**src/rtl/pre_encoding_pipe_if.sv**
```systemverilog
// Handshake and data bundle for the LZA pre-encoder pipe.
// The master drives the operands and consumes the strings. The slave is the pipe itself.
interface pre_encoding_pipe_if #(
  parameter int DATA_WIDTH = 8
);
  localparam int CNT_W = $clog2(DATA_WIDTH + 1);

  logic                  in_valid;
  logic                  in_ready;
  logic [DATA_WIDTH-1:0] data_A;
  logic [DATA_WIDTH-1:0] data_B;
  logic                  sub;
  logic                  out_valid;
  logic                  out_ready;
  logic [DATA_WIDTH-1:0] string_n_pos;
  logic [DATA_WIDTH-1:0] string_z_pos;
  logic [DATA_WIDTH-1:0] string_p_pos;
  logic [DATA_WIDTH-1:0] string_n_neg;
  logic [DATA_WIDTH-1:0] string_z_neg;
  logic [DATA_WIDTH-1:0] string_p_neg;
  logic [DATA_WIDTH-1:0] f_pos;
  logic [DATA_WIDTH-1:0] f_neg;
  logic [CNT_W-1:0]      lzc_pos;
  logic [CNT_W-1:0]      lzc_neg;

  modport master (
    output in_valid, data_A, data_B, sub, out_ready,
    input  in_ready, out_valid,
    input  string_n_pos, string_z_pos, string_p_pos,
    input  string_n_neg, string_z_neg, string_p_neg,
    input  f_pos, f_neg, lzc_pos, lzc_neg
  );

  modport slave (
    input  in_valid, data_A, data_B, sub, out_ready,
    output in_ready, out_valid,
    output string_n_pos, string_z_pos, string_p_pos,
    output string_n_neg, string_z_neg, string_p_neg,
    output f_pos, f_neg, lzc_pos, lzc_neg
  );
endinterface

```
**src/rtl/pre_encoding_pipe.sv**
```systemverilog
// Two-stage LZA pre-encoder. Stage 1 registers the e/g/s digit classes of A and B'.
// Stage 2 registers the positive- and negative-result n/z/p strings, the nonzero-digit
// indicators and, when LZA_LZC_EN is defined, the leading-zero counts of the indicators.
// Without LZA_LZC_EN the count ports are tied to zero and no encoder is built.
// Valid/ready elastic pipe: a stage advances when it is empty or its successor advances.
module pre_encoding_pipe #(
  parameter int DATA_WIDTH = 8
) (
  input  logic               clk,
  input  logic               rst_n,
  pre_encoding_pipe_if.slave bus
);
  localparam int CNT_W = $clog2(DATA_WIDTH + 1);

  // Leading zeros from the MSB; an all-zero vector counts as DATA_WIDTH.
  function automatic logic [CNT_W-1:0] lead_zeros(input logic [DATA_WIDTH-1:0] v);
    logic [CNT_W-1:0] cnt;
    logic             hit;
    cnt = '0;
    hit = 1'b0;
    for (int i = DATA_WIDTH - 1; i >= 0; i--) begin
      if (!hit) begin
        if (v[i]) hit = 1'b1;
        else      cnt = cnt + CNT_W'(1);
      end
    end
    return cnt;
  endfunction

  logic                  en1, en2;
  logic [DATA_WIDTH-1:0] b_eff;

  // e[0] is never consumed (only e[i+1] feeds the strings), so stage 1 keeps e[MSB:1].
  logic                  vld_p1_q, vld_p1_d;
  logic [DATA_WIDTH-1:1] e_p1_q, e_p1_d;
  logic [DATA_WIDTH-1:0] g_p1_q, g_p1_d;
  logic [DATA_WIDTH-1:0] s_p1_q, s_p1_d;

  logic [DATA_WIDTH-1:0] n_pos_c, p_pos_c, z_pos_c;
  logic [DATA_WIDTH-1:0] n_neg_c, p_neg_c, z_neg_c;

  logic                  vld_p2_q, vld_p2_d;
  logic [DATA_WIDTH-1:0] n_pos_p2_q, n_pos_p2_d;
  logic [DATA_WIDTH-1:0] z_pos_p2_q, z_pos_p2_d;
  logic [DATA_WIDTH-1:0] p_pos_p2_q, p_pos_p2_d;
  logic [DATA_WIDTH-1:0] n_neg_p2_q, n_neg_p2_d;
  logic [DATA_WIDTH-1:0] z_neg_p2_q, z_neg_p2_d;
  logic [DATA_WIDTH-1:0] p_neg_p2_q, p_neg_p2_d;
  logic [DATA_WIDTH-1:0] f_pos_p2_q, f_pos_p2_d;
  logic [DATA_WIDTH-1:0] f_neg_p2_q, f_neg_p2_d;

  assign en2          = ~vld_p2_q | bus.out_ready;
  assign en1          = ~vld_p1_q | en2;
  assign bus.in_ready = en1;
  assign b_eff        = bus.sub ? ~bus.data_B : bus.data_B;

  // ---- stage 1: operand digit classes ----
  // Next state of stage 1: capture e/g/s of the accepted operands.
  always_comb begin
    vld_p1_d = vld_p1_q;
    e_p1_d   = e_p1_q;
    g_p1_d   = g_p1_q;
    s_p1_d   = s_p1_q;
    if (en1) begin
      vld_p1_d = bus.in_valid;
      if (bus.in_valid) begin
        e_p1_d = ~(bus.data_A[DATA_WIDTH-1:1] ^ b_eff[DATA_WIDTH-1:1]);
        g_p1_d = bus.data_A & b_eff;
        s_p1_d = ~bus.data_A & ~b_eff;
      end
    end
  end

  // Stage 1 registers, cleared immediately by reset so in-flight work is discarded.
  always_ff @(posedge clk or negedge rst_n) begin
    if (!rst_n) begin
      vld_p1_q <= 1'b0;
      e_p1_q   <= '0;
      g_p1_q   <= '0;
      s_p1_q   <= '0;
    end else begin
      vld_p1_q <= vld_p1_d;
      e_p1_q   <= e_p1_d;
      g_p1_q   <= g_p1_d;
      s_p1_q   <= s_p1_d;
    end
  end

  // ---- stage 2: digit strings, indicators and counts ----
  // Positive- and negative-result n/z/p strings from the stage-1 classes.
  always_comb begin
    p_pos_c = '0;
    n_pos_c = '0;
    p_neg_c = '0;
    n_neg_c = '0;
    p_pos_c[0]            = g_p1_q[0] | s_p1_q[0];
    n_neg_c[0]            = s_p1_q[0] | g_p1_q[0];
    n_pos_c[DATA_WIDTH-1] = s_p1_q[DATA_WIDTH-1];
    p_neg_c[DATA_WIDTH-1] = g_p1_q[DATA_WIDTH-1];
    for (int i = 1; i < DATA_WIDTH; i++) begin
      p_pos_c[i] = (g_p1_q[i] | s_p1_q[i]) & ~s_p1_q[i-1];
      n_neg_c[i] = (s_p1_q[i] | g_p1_q[i]) & ~g_p1_q[i-1];
    end
    for (int i = 0; i < DATA_WIDTH - 1; i++) begin
      n_pos_c[i] = e_p1_q[i+1] & s_p1_q[i];
      p_neg_c[i] = e_p1_q[i+1] & g_p1_q[i];
    end
    z_pos_c = ~p_pos_c & ~n_pos_c;
    z_neg_c = ~p_neg_c & ~n_neg_c;
  end

  // Next state of stage 2: load results only when stage 1 holds a transaction.
  always_comb begin
    vld_p2_d   = vld_p2_q;
    n_pos_p2_d = n_pos_p2_q;
    z_pos_p2_d = z_pos_p2_q;
    p_pos_p2_d = p_pos_p2_q;
    n_neg_p2_d = n_neg_p2_q;
    z_neg_p2_d = z_neg_p2_q;
    p_neg_p2_d = p_neg_p2_q;
    f_pos_p2_d = f_pos_p2_q;
    f_neg_p2_d = f_neg_p2_q;
    if (en2) begin
      vld_p2_d = vld_p1_q;
      if (vld_p1_q) begin
        n_pos_p2_d = n_pos_c;
        z_pos_p2_d = z_pos_c;
        p_pos_p2_d = p_pos_c;
        n_neg_p2_d = n_neg_c;
        z_neg_p2_d = z_neg_c;
        p_neg_p2_d = p_neg_c;
        f_pos_p2_d = ~z_pos_c;
        f_neg_p2_d = ~z_neg_c;
      end
    end
  end

  // Stage 2 registers; the indicators are stored rather than derived so reset reads zero.
  always_ff @(posedge clk or negedge rst_n) begin
    if (!rst_n) begin
      vld_p2_q   <= 1'b0;
      n_pos_p2_q <= '0;
      z_pos_p2_q <= '0;
      p_pos_p2_q <= '0;
      n_neg_p2_q <= '0;
      z_neg_p2_q <= '0;
      p_neg_p2_q <= '0;
      f_pos_p2_q <= '0;
      f_neg_p2_q <= '0;
    end else begin
      vld_p2_q   <= vld_p2_d;
      n_pos_p2_q <= n_pos_p2_d;
      z_pos_p2_q <= z_pos_p2_d;
      p_pos_p2_q <= p_pos_p2_d;
      n_neg_p2_q <= n_neg_p2_d;
      z_neg_p2_q <= z_neg_p2_d;
      p_neg_p2_q <= p_neg_p2_d;
      f_pos_p2_q <= f_pos_p2_d;
      f_neg_p2_q <= f_neg_p2_d;
    end
  end

`ifdef LZA_LZC_EN
  logic [CNT_W-1:0] lzc_pos_p2_q, lzc_pos_p2_d;
  logic [CNT_W-1:0] lzc_neg_p2_q, lzc_neg_p2_d;

  // Leading-zero counts travel with the strings under the same load condition.
  always_comb begin
    lzc_pos_p2_d = lzc_pos_p2_q;
    lzc_neg_p2_d = lzc_neg_p2_q;
    if (en2 && vld_p1_q) begin
      lzc_pos_p2_d = lead_zeros(~z_pos_c);
      lzc_neg_p2_d = lead_zeros(~z_neg_c);
    end
  end

  // Count registers, cleared with the rest of stage 2.
  always_ff @(posedge clk or negedge rst_n) begin
    if (!rst_n) begin
      lzc_pos_p2_q <= '0;
      lzc_neg_p2_q <= '0;
    end else begin
      lzc_pos_p2_q <= lzc_pos_p2_d;
      lzc_neg_p2_q <= lzc_neg_p2_d;
    end
  end

  assign bus.lzc_pos = lzc_pos_p2_q;
  assign bus.lzc_neg = lzc_neg_p2_q;
`else
  assign bus.lzc_pos = '0;
  assign bus.lzc_neg = '0;
`endif

  assign bus.out_valid    = vld_p2_q;
  assign bus.string_n_pos = n_pos_p2_q;
  assign bus.string_z_pos = z_pos_p2_q;
  assign bus.string_p_pos = p_pos_p2_q;
  assign bus.string_n_neg = n_neg_p2_q;
  assign bus.string_z_neg = z_neg_p2_q;
  assign bus.string_p_neg = p_neg_p2_q;
  assign bus.f_pos        = f_pos_p2_q;
  assign bus.f_neg        = f_neg_p2_q;
endmodule

```
**src/flat_wrapper.sv**
```systemverilog
// flat-port wrapper written by rule: the top's interface ports become plain ports
module pre_encoding_pipe_flat 
#(
  parameter int DATA_WIDTH = 8
)
  (clk, rst_n, bus_in_valid, bus_data_A, bus_data_B, bus_sub, bus_out_ready, bus_in_ready, bus_out_valid, bus_string_n_pos, bus_string_z_pos, bus_string_p_pos, bus_string_n_neg, bus_string_z_neg, bus_string_p_neg, bus_f_pos, bus_f_neg, bus_lzc_pos, bus_lzc_neg);
  pre_encoding_pipe_if #(.DATA_WIDTH(DATA_WIDTH)) bus_i ();
  input  logic clk;
  input  logic rst_n;
  input wire logic [$bits(bus_i.in_valid)-1:0] bus_in_valid;
  input wire logic [$bits(bus_i.data_A)-1:0] bus_data_A;
  input wire logic [$bits(bus_i.data_B)-1:0] bus_data_B;
  input wire logic [$bits(bus_i.sub)-1:0] bus_sub;
  input wire logic [$bits(bus_i.out_ready)-1:0] bus_out_ready;
  output wire logic [$bits(bus_i.in_ready)-1:0] bus_in_ready;
  output wire logic [$bits(bus_i.out_valid)-1:0] bus_out_valid;
  output wire logic [$bits(bus_i.string_n_pos)-1:0] bus_string_n_pos;
  output wire logic [$bits(bus_i.string_z_pos)-1:0] bus_string_z_pos;
  output wire logic [$bits(bus_i.string_p_pos)-1:0] bus_string_p_pos;
  output wire logic [$bits(bus_i.string_n_neg)-1:0] bus_string_n_neg;
  output wire logic [$bits(bus_i.string_z_neg)-1:0] bus_string_z_neg;
  output wire logic [$bits(bus_i.string_p_neg)-1:0] bus_string_p_neg;
  output wire logic [$bits(bus_i.f_pos)-1:0] bus_f_pos;
  output wire logic [$bits(bus_i.f_neg)-1:0] bus_f_neg;
  output wire logic [$bits(bus_i.lzc_pos)-1:0] bus_lzc_pos;
  output wire logic [$bits(bus_i.lzc_neg)-1:0] bus_lzc_neg;
  assign bus_i.in_valid = bus_in_valid;
  assign bus_i.data_A = bus_data_A;
  assign bus_i.data_B = bus_data_B;
  assign bus_i.sub = bus_sub;
  assign bus_i.out_ready = bus_out_ready;
  assign bus_in_ready = bus_i.in_ready;
  assign bus_out_valid = bus_i.out_valid;
  assign bus_string_n_pos = bus_i.string_n_pos;
  assign bus_string_z_pos = bus_i.string_z_pos;
  assign bus_string_p_pos = bus_i.string_p_pos;
  assign bus_string_n_neg = bus_i.string_n_neg;
  assign bus_string_z_neg = bus_i.string_z_neg;
  assign bus_string_p_neg = bus_i.string_p_neg;
  assign bus_f_pos = bus_i.f_pos;
  assign bus_f_neg = bus_i.f_neg;
  assign bus_lzc_pos = bus_i.lzc_pos;
  assign bus_lzc_neg = bus_i.lzc_neg;
  pre_encoding_pipe #(.DATA_WIDTH(DATA_WIDTH)) u_core (.clk(clk), .rst_n(rst_n), .bus(bus_i));
endmodule
```
**config.mk**
```make
export PLATFORM = sky130hd
export DESIGN_NAME = pre_encoding_pipe_flat
export DESIGN_NICKNAME = d
export VERILOG_FILES = /design/src/rtl/pre_encoding_pipe_if.sv /design/src/rtl/pre_encoding_pipe.sv /design/src/flat_wrapper.sv
export SDC_FILE = /design/constraint.sdc
export NUM_CORES = 1
export LEC_CHECK = 0
export BUFFER_PORTS_ARGS = -buffer_cell sky130_fd_sc_hd__buf_2
export CAP_MARGIN = 10
export CORE_ASPECT_RATIO = 1.5
export CORE_MARGIN = 10
export CORE_UTILIZATION = 40
export CTS_BUF_LIST = sky130_fd_sc_hd__clkbuf_16
export CTS_CLUSTER_DIAMETER = 150
export DETAILED_ROUTE_END_ITERATION = 10
export HOLD_SLACK_MARGIN = 0.12
export REMOVE_ABC_BUFFERS = 1
export SYNTH_ARGS = -nofsm -noshare
export SYNTH_HDL_FRONTEND = slang
export SYNTH_SLANG_ARGS = --single-unit
export TNS_END_PERCENT = 30
```
**constraint.sdc**
```tcl
create_clock -name clk -period 3.3 [get_ports clk]
set_clock_uncertainty 0.05 [all_clocks]
set_input_delay 0.33 -clock clk [delete_from_list [all_inputs] [get_ports clk]]
set_output_delay 0.33 -clock clk [all_outputs]
set_load 0.005 [all_outputs]
```
==> results of run 1 <==
per-layer routing:
metal / vias to the layer above / track usage (%) / wire, um
met5: - / 0 / 0
met4: 0 / 7.53 / 265
met3: 19 / 2.87 / 499
met2: 77 / 22.5 / 4810
met1: 1371 / 15.2 / 3820
li1: 1317 / - / -
registers in the layout, summed over array words and instances, names as in the netlist:
| signal | flops |
|---|---|
| u_core.g_p1_q | 8 |
| u_core.bus.string_n_neg | 8 |
| u_core.bus.string_z_pos | 7 |
| u_core.bus.string_n_pos | 8 |
| u_core.bus.f_pos | 7 |
| u_core.bus.string_z_neg | 8 |
| u_core.bus.string_p_neg | 8 |
| u_core.s_p1_q | 8 |
| u_core.bus.out_valid | 1 |
| u_core.e_p1_q | 7 |
| u_core.bus.f_neg | 8 |
| u_core.bus.string_p_pos | 7 |
| u_core.vld_p1_q | 1 |
worst min path at each step:
| stage | cells after the start | slack [ns] | startpoint | end |
|---|---|---|---|---|
| global placement | 1 | 0.44 | u_core.bus.string_z_neg[1] | u_core.bus.string_z_neg[1] |
| CTS | 1 | 0.19 | rst_n | u_core.bus.string_p_neg[4] |
| finish | 1 | 0.13 | rst_n | u_core.bus.string_p_neg[6] |
| floorplan | 0 | -0.02 | rst_n | u_core.bus.f_neg[0] |
| detailed placement | 1 | 0.44 | u_core.bus.string_z_pos[1] | u_core.bus.string_z_pos[1] |
| global route | 3 | 0.21 | bus_data_A[0] | u_core.g_p1_q[0] |
logic make-up after synthesis:
family | synth area share, %
AO/OA/AOI/OAI | 7.87
XOR/XNOR | 1.71
adder cells (fa/ha/maj) | 4.27
buffers and inverters | 8.17
flip-flops | 52.4
multiplexers | 16.9
other | 0.0914
AND/OR/NAND/NOR | 8.60
area by class of cell:
class                           instances  share of cell area, %
Tap cell                              117                   3.03
Sequential cell                        86                   44.5
Timing Repair Buffer                   89                   9.68
Multi-Input combinational cell        211                   34.0
Inverter                               37                   2.87
Clock inverter                          7                   1.19
Clock buffer                            9                   4.66
cell usage after synthesis:
library cell,n,area (um^2)
dfrtp_1,86,2150
a21oi_1,41,205
inv_1,37,139
mux2_4,28,420
nor2_1,23,86.3
mux2_2,17,191
nand2b_1,15,93.8
ha_1,14,175
o21ai_0,13,65.1
buf_4,12,90.1
nand4_1,12,75.1
nor2b_1,9,56.3
mux2i_1,8,80.1
xor2_1,8,70.1
buf_6,6,67.6
nand2_1,5,18.8
buf_1,4,15.0
buf_2,4,20.0
a2bb2oi_1,2,17.5
a31oi_1,2,12.5
o21a_1,2,15.0
a22oi_1,1,7.51
and2_1,1,6.26
clkbuf_1,1,3.75
conb_1,1,3.75
nand3_1,1,5.00
nand3b_2,1,11.3
report_power, final:
part	total, mW	internal (mW)	switching [mW]
combinational	0.837	0.470	0.367
sequential	1.52	1.31	0.208
clock	0.977	0.574	0.403
metrics by stage:
step                      setup slack [ns]  hold slack [ns]  utilization, %
final                                 1.14            0.134            47.9
after global routing                 0.931            0.214            47.9
after CTS                             1.08            0.185            47.9
after detailed placement              1.08            0.437            45.1
after global placement                1.14            0.444            45.1
after floorplan                      0.184          -0.0156               -
critical path, stage by stage, from the launching register on:
cell	delay (ns)
dfrtp_1	0.58
nand3b_2	0.21
nand2_1	0.77
mux2_2	0.42
==> results.md, run 1 <==
- Status: finished clean
- Routed wire length per instance: 16.9 um
- Clock Latency Late Sink: 0.35 ns
- Post_cts resized: 0
- Worst Setup SP: u_core.vld_p1_q
- Post-DP Area: 4550 um^2
- Initial core utilization: 40.7%
- Avg Synthesized Cell Area: 11.6 um^2
- R2r endpoint: u_core.g_p1_q[7]
- Slew HR: 28.3%
- Fillers: 957
- Reg clk slew, reported paths: 0.06 ns
- DR pass1 iterations: 4
- Fmax: 463 MHz
- Critical Path End: u_core.g_p1_q[7]
- Leakage power: 2.45 nW
- Flop2flop setup slack: 1.14 ns
- Drt drc: 0
- N_diodes: 0
- Clk buf depth: 2
- CTS tree: yes
- Critical Path RT: 3.47 ns
- Finish-stage setup viols: 0
- Final-report hold violation count: 0
- Die width: 103 um
- Cell total after placement: 540
- Crit path arrival time: 2.33 ns
- Io pins: 95
- Max-slew violations: 0
- DP HPWL: 6690 um
- #FFs+latches synth: 86
- I/O Buffers: 86
- Non-filler cells, final: 556
- Multi-input logic area: 1640 um^2
- Vias in the first global route: 3000
- Share of layout cells above drive strength 1: 33.7%
- Core Area: 10100 um^2
- Fin crit share: 65.5%
- Rows: 45
- Area delta synth->final: 17.7%
- Nets: 469
- Worst slew pin tran: 1.08 ns
- Fin Setup TNS: 0 ns
- First-pass GRT wire length: 15300 um
- Largest net degree at the start of global routing: 87
- Commonest non-fill, non-tap cell in the layout: dfrtp_1
- Antenna viol nets, final: 0
- Tot Pwr: 3.34 mW
- Synthesized area: 4100 um^2
- CP endpoint kind: register
- Reg2Reg Launch Point: u_core.vld_p1_q
- Period minus WS final: 2.16 ns
- Postcts setup bufs: 0
- Sink Count: 86
- Yosys warns: 0
- Cts bufs inserted: 9
- DRT iter0 DRCs: 128
- Die area: 14800 um^2
- Hold WC Path Type: in2async
- Root Driver: clkbuf_16
- Power per cell area: 690 nW/um^2
- Routability cong.: 0.760
- CTS H-tree depth: 3
- Max_cap viols: 0
- Routed WL: 9390 um
- Maximum VDD drop: 345 uV
- Via Count: 2784
- Post-route cell area: 4830 um^2
- Gr ovfl total: 0
- Register area: 2150 um^2
- RSZ-0062 raised after global routing: no
- Reg2Reg Depth: 3
- Antenna violations before repair: 0
- Hold Buf Count CTS: 0
- Via-to-Cell Ratio: 5.01
- Synth Instances: 354
- Crit Path Max Fanout: 21
- CP Launch Type: register
- Netlist cell types: 27
- Kind of critical path: reg2reg
- Total track usage: 13.4%
- Commonest cells after routing, fill and taps aside: 86 x dfrtp_1, 85 x buf_2, 41 x a21oi_1
- Die Y: 144 um
- Sequential area share after synthesis: 52.4%
Note: power is estimated with default switching activity, not from simulation.
==> run 2, diff against run 1 <==
==> constraint.sdc (replaced) <==
create_clock -name clk -period 2.2 [get_ports clk]
set_clock_uncertainty 0.05 [all_clocks]
set_input_delay 0.22 -clock clk [delete_from_list [all_inputs] [get_ports clk]]
set_output_delay 0.22 -clock clk [all_outputs]
set_load 0.005 [all_outputs]
==> results.md, run 2 (synthesis results as in run 1) <==
- I/O Buffers: 86 (unchanged)
- Vias in the first global route: 3046 (+1.5%)
- Drt drc: 0 (unchanged)
- Gate power share: 24.2% (-0.9 points)
- Die Y: 144 um (unchanged)
- CP endpoint kind: register
- Crit path arrival time: 1.73 ns (-0.60 ns)
- Clock Latency Late Sink: 0.35 ns (about the same)
- Final core occ: 49.3% (+1.3 points)
- Area delta synth->final: 21.0%
- Io pins: 95 (unchanged)
- R2r endpoint: u_core.s_p1_q[6]
- Commonest cells after routing, fill and taps aside: 86 x dfrtp_1, 85 x buf_2, 41 x a21oi_1
- Cts bufs inserted: 9 (unchanged)
- Antenna viol nets, final: 0 (unchanged)
- Register area: 2150 um^2 (unchanged)
- Status: finished clean
- Nets: 477 (+1.7%)
- Max_cap viols: 0 (unchanged)
- Reg clk slew, reported paths: 0.06 ns (about the same)
- CTS H-tree depth: 3 (unchanged)
- Period minus WS final: 1.55 ns (-0.612 ns)
- First-pass GRT wire length: 15400 um (+0.41%)
- Leakage power: 2.51 nW (+2.6%)
- Reg2Reg Launch Point: u_core.vld_p1_q
- Die area: 14800 um^2 (unchanged)
- Power per cell area: 1060 nW/um^2 (+54%)
- Maximum VDD drop: 444 uV (+29%)
- Crit-path slowest cell: dfrtp_1
- Critical Path RT: 2.38 ns (-1.09 ns)
- Initial core utilization: 40.7% (unchanged)
- Share of layout cells above drive strength 1: 35.1% (+1.4 points)
- Routability cong.: 0.727 (-4.4%)
- RSZ-0062 raised after global routing: no
- Switching Fraction: 28.1% (-1.2 points)
- Cell total after placement: 545 (+0.93%)
- Hold Path End: u_core.g_p1_q[0]
- Flop2flop setup slack: 0.65 ns (-0.49 ns)
- Kind of critical path: reg2reg
- Via Count: 2790 (+0.22%)
- Gr ovfl total: 0 (unchanged)
- Max-slew violations: 0 (unchanged)
- Cell with the most instances on the worst path: buf_4
- DR pass1 iterations: 4 (unchanged)
- Fmax: 646 MHz (+39%)
- Max incr delay on CP: 0.36 ns (-0.41 ns)
- Multi-input logic area: 1640 um^2 (unchanged)
- Hold wc startpoint: bus_data_B[0]
- Total track usage: 13.5% (+0.15 points)
- Crit-path cells: buf_4 -> nand3b_2 -> nand2_1 -> buf_4 -> mux2_2
- Post_cts resized: 0 (unchanged)
- Hold WC Path Type: in2reg
- Crit Path Max Fanout: 11 (-48%)
- Largest net degree at the start of global routing: 56 (-36%)
- Routed wire length per instance: 16.8 um (-0.69%)
- Core Area: 10100 um^2 (unchanged)
- Psw: 1.48 mW (+52%)
- Clk buf depth: 2 (unchanged)
- Final-report hold violation count: 0 (unchanged)
- N_diodes: 0 (unchanged)
- Commonest non-fill, non-tap cell in the layout: dfrtp_1
- Finish-stage setup viols: 0 (unchanged)
- CP Launch Type: register
- Via-to-Cell Ratio: 4.95 (-1.2%)
- CTS tree: yes
- Clock group share of total power: 32.7% (+3.4 points)
- DRT iter0 DRCs: 78 (-39%)
- Sink Count: 86 (unchanged)
- Internal Power: 3.79 mW (+61%)
- Fin Setup TNS: 0 ns (unchanged)
- Fin crit share: 70.4% (+4.9 points)
- Antenna violations before repair: 0 (unchanged)
- Hold Path Cell Cnt: 4
- Reg2Reg Depth: 5 (+2)
- Routed WL: 9460 um (+0.73%)
- Fillers: 939 (-1.9%)
- Non-filler cells, final: 564 (+1.4%)
- Rows: 45 (unchanged)
- Seq pwr share: 43.1% (-2.5 points)
- Root Driver: clkbuf_16
- Die width: 103 um (unchanged)
- DP HPWL: 6790 um (+1.6%)
[run 2: cell types whose count changed in the layout (fill, tap and decap cells not counted)]
| cell | previous run | this run |
|---|---|---|
| inv_1 | 39 | 37 |
| clkinv_1 | 2 | 0 |
| clkinv_2 | 1 | 3 |
| buf_4 | 3 | 7 |
| bufinv_16 | 1 | 3 |
| dlygate4sd3_1 | 0 | 3 |
| buf_12 | 1 | 2 |
[run 2: metal layers]
layer / share of wire (%) / vias to the layer above / GRT usage, %
met5: 0 / - / 0
met4: 2.0 / 0 / 6.71
met3: 5.4 / 10 / 3.25
met2: 52 / 66 / 22.9
met1: 41 / 1369 / 15.4
li1: - / 1345 / -
[run 2: per-stage QoR]
step | hold WS (ns) | area (um^2) | power, mW | worst slack (ns)
global route | 0.180 | 4970 | 5.60 | 0.545
floorplan | -0.126 | 3930 | 2.98 | -0.916
global placement | 0.137 | 4600 | 3.58 | 0.702
CTS | 0.146 | 4970 | 5.35 | 0.645
detailed placement | 0.141 | 4600 | 3.61 | 0.655
finish | 0.149 | 4970 | 5.28 | 0.651
[run 2: worst max path at each step]
stage,startpoint,end,slack [ns],depth (start not counted)
CTS,u_core.vld_p1_q,u_core.g_p1_q[7],0.65,5
detailed placement,u_core.vld_p1_q,u_core.g_p1_q[7],0.65,5
global route,u_core.vld_p1_q,u_core.s_p1_q[6],0.54,5
floorplan,u_core.bus.out_valid,u_core.bus.string_n_neg[1],-0.92,3
finish,u_core.vld_p1_q,u_core.s_p1_q[6],0.65,5
global placement,u_core.vld_p1_q,u_core.g_p1_q[5],0.70,5
[run 2: worst max-delay path, delay by kind of cell (launching register included)]
family                 cells  cell delay [ns]
flip-flops                 1             0.36
buffers and inverters      2             0.39
multiplexers               1             0.35
AND/OR/NAND/NOR            2             0.29
[run 2: cell type report]
type,count,share of cell area [%]
flip-flops and latches,86,43.3
multi-input cells,211,33.1
repair buffers,97,11.0
clock buffers,9,4.53
well taps,117,2.95
inverters,37,2.80
clock inverters,7,2.27
[run 2: power by group through the flow]
stage	Sequential, mW	Clock, mW	Combinational, mW
6_report	2.28	1.72	1.28
5_1_grt	2.34	1.83	1.43
4_1_cts	2.28	1.75	1.32
3_5_place_dp	2.30	0	1.31
3_3_place_gp	2.29	0	1.29
2_1_floorplan	2.28	0	0.696
[run 2: what timing repair did]
action	4_1_cts	5_1_grt
setup buffers	0	0
hold buffers	3	0
endpoints found under the hold margin	35	0
==> run 3, diff against run 2 <==
==> constraint.sdc (replaced) <==
create_clock -name clk -period 1.3 [get_ports clk]
set_clock_uncertainty 0.05 [all_clocks]
set_input_delay 0.13 -clock clk [delete_from_list [all_inputs] [get_ports clk]]
set_output_delay 0.13 -clock clk [all_outputs]
set_load 0.005 [all_outputs]
==> results.md, run 3 (synthesis results as in run 1) <==
- Crit path arrival time: 1.50 ns (-0.23 ns)
- Fmax: 753 MHz (+17%)
- Reg clk slew, reported paths: 0.06 ns (about the same)
- Share of layout cells above drive strength 1: 37.2% (+2.0 points)
- Internal Power: 6.13 mW (+62%)
- Period minus WS final: 1.33 ns (-0.221 ns)
- Die width: 103 um (unchanged)
- Die area: 14800 um^2 (unchanged)
- Kind of critical path: reg2reg
- Commonest cells after routing, fill and taps aside: 86 x dfrtp_1, 84 x buf_2, 41 x a21oi_1
- Cts bufs inserted: 9 (unchanged)
- Total track usage: 13.7% (+0.14 points)
- Core Area: 10100 um^2 (unchanged)
- I/O Buffers: 86 (unchanged)
- Seq pwr share: 44.7% (+1.6 points)
- CP endpoint kind: register
- Critical Path RT: 1.47 ns (-0.91 ns)
- N_diodes: 0 (unchanged)
- Routed wire length per instance: 16.4 um (-2.2%)
- Max_cap viols: 0 (unchanged)
- Worst Path Buf+Inv: 1 (-1)
- Final-report hold violation count: 0 (unchanged)
- Placement Setup Slack: -0.0814 ns (-0.736 ns)
- Via Count: 2894 (+3.7%)
- Leakage power: 2.65 nW (+5.4%)
- Antenna viol nets, final: 0 (unchanged)
- Cell total after placement: 555 (+1.8%)
- DR pass1 iterations: 4 (unchanged)
- Sink Count: 86 (unchanged)
- Rows: 45 (unchanged)
- Via-to-Cell Ratio: 4.92 (-0.51%)
- Routed WL: 9640 um (+2.0%)
- Largest net degree at the start of global routing: 27 (-52%)
- Crit-path slowest cell: dfrtp_1
- Fillers: 915 (-2.6%)
- RSZ-0062 raised after global routing: yes
- Initial core utilization: 40.7% (unchanged)
- Switching Fraction: 29.1% (+0.97 points)
- Finish-stage setup viols: 28 (+28)
- Failing checks: setup timing
- Clk buf depth: 2 (unchanged)
- DP HPWL: 7060 um (+3.9%)
- Non-filler cells, final: 588 (+4.3%)
- Crit Path Max Fanout: 17 (+6)
- CP delay by family, top: flip-flops
- Area delta synth->final: 26.8%
- Status: complete, but fails checks
- CP Launch Type: register
- Hold_ws: 0.126 ns (-0.0228 ns)
- DRT iter0 DRCs: 58 (-26%)
- Vias in the first global route: 3101 (+1.8%)
- Antenna violations before repair: 0 (unchanged)
- Fin worst setup slack: -0.0274 ns (-0.679 ns)
- Fin crit share: 102% (+32 points)
- Tot Pwr: 8.64 mW (+64%)
- Power per cell area: 1660 nW/um^2 (+56%)
- Nets: 501 (+5.0%)
- Max-slew violations: 0 (unchanged)
- Io pins: 95 (unchanged)
- Gate power share: 26.7% (+2.5 points)
- Hold WC Path Type: in2reg
- Psw: 2.51 mW (+69%)
- Clock Latency Late Sink: 0.34 ns (about the same)
- First-pass GRT wire length: 15700 um (+2.4%)
- Root Driver: clkbuf_16
- Max incr delay on CP: 0.38 ns (+0.02 ns)
- Drt drc: 0 (unchanged)
- Maximum VDD drop: 856 uV (+93%)
- Commonest non-fill, non-tap cell in the layout: dfrtp_1
- CTS H-tree depth: 3 (unchanged)
- Clock group share of total power: 28.6% (-4.1 points)
- Crit-path cells: nand2b_1 -> and2_4 -> buf_12 -> mux2_4
- Die Y: 144 um (unchanged)
- CTS tree: yes
- Routability cong.: 0.756 (+3.9%)
- Gr ovfl total: 0 (unchanged)
run 3: cell count changes in the layout (fill, tap and decap cells not counted), sizes merged:
cell	previous run	this run
inv	37	39
buf	94	115
bufinv	3	1
dlymetal6s4s	0	1
dlygate4sd3	3	5
run 3: layout make-up:
class	instances	area [um^2]	share of cell area [%]
Clock inverter	7	57.6	1.11
Clock buffer	9	225	4.33
Tap cell	117	146	2.81
Timing Repair Buffer	121	822	15.8
Sequential cell	86	2150	41.4
Inverter	37	139	2.67
Multi-Input combinational cell	211	1660	31.9
run 3: what timing repair did:
action / 4_1_cts / 5_1_grt
hold endpoints to repair: 93 / 0
hold buffers: 6 / 0
pin swaps: 1 / 0
resized for setup: 11 / 7
setup endpoints to repair: 45 / 61
buffers inserted: 5 / 5
cloned: 1 / 0
run 3: worst reg2reg max path: stages, from the launching register on:
cell and delay [ns]:
dfrtp_1 0.38, nand2b_1 0.09, and2_4 0.20, buf_12 0.17
mux2_4 0.32
run 3: power by group through the flow:
stage	clock [mW]	combinational, mW	sequential [mW]
3_3_place_gp	0	2.22	3.88
3_5_place_dp	0	2.27	3.90
5_1_grt	2.64	2.58	3.96
6_report	2.48	2.31	3.86
2_1_floorplan	0	1.18	3.86
4_1_cts	2.53	2.34	3.87
run 3: routing by layer:
layer	global-route usage [%]	up-vias	wire length, um
li1	-	1391	-
met1	15.4	1420	3780
met2	23.1	70	5040
met3	3.82	13	613
met4	6.48	0	201
met5	0	-	0
run 3: worst paths after layout:
kind                                            startpoint                          to  slack [ns]  depth (start not counted)
worst max-delay path                  u_core.bus.out_valid  u_core.bus.string_p_pos[3]       -0.03                          4
worst min-delay path                         bus_data_A[4]            u_core.g_p1_q[4]        0.13                          3
worst max register to register        u_core.bus.out_valid  u_core.bus.string_p_pos[3]       -0.03                          4
worst min register to register  u_core.bus.string_n_pos[7]  u_core.bus.string_n_pos[7]        0.45                          1
max in group asynchronous                            rst_n         u_core.bus.f_neg[2]        0.50                          3
min in group asynchronous                            rst_n  u_core.bus.string_n_neg[7]        0.17                          2
run 3: per-stage QoR:
stage / utilization [%] / TNS, ns / instance area [um^2]
2_1_floorplan: - / -119.80 / 3930
3_3_place_gp: 46.8 / -1.64 / 4710
3_5_place_dp: 46.8 / -2.77 / 4710
4_1_cts: 51.0 / -0.742 / 5140
5_1_grt: 51.6 / -2.51 / 5200
6_report: 51.6 / -0.328 / 5200
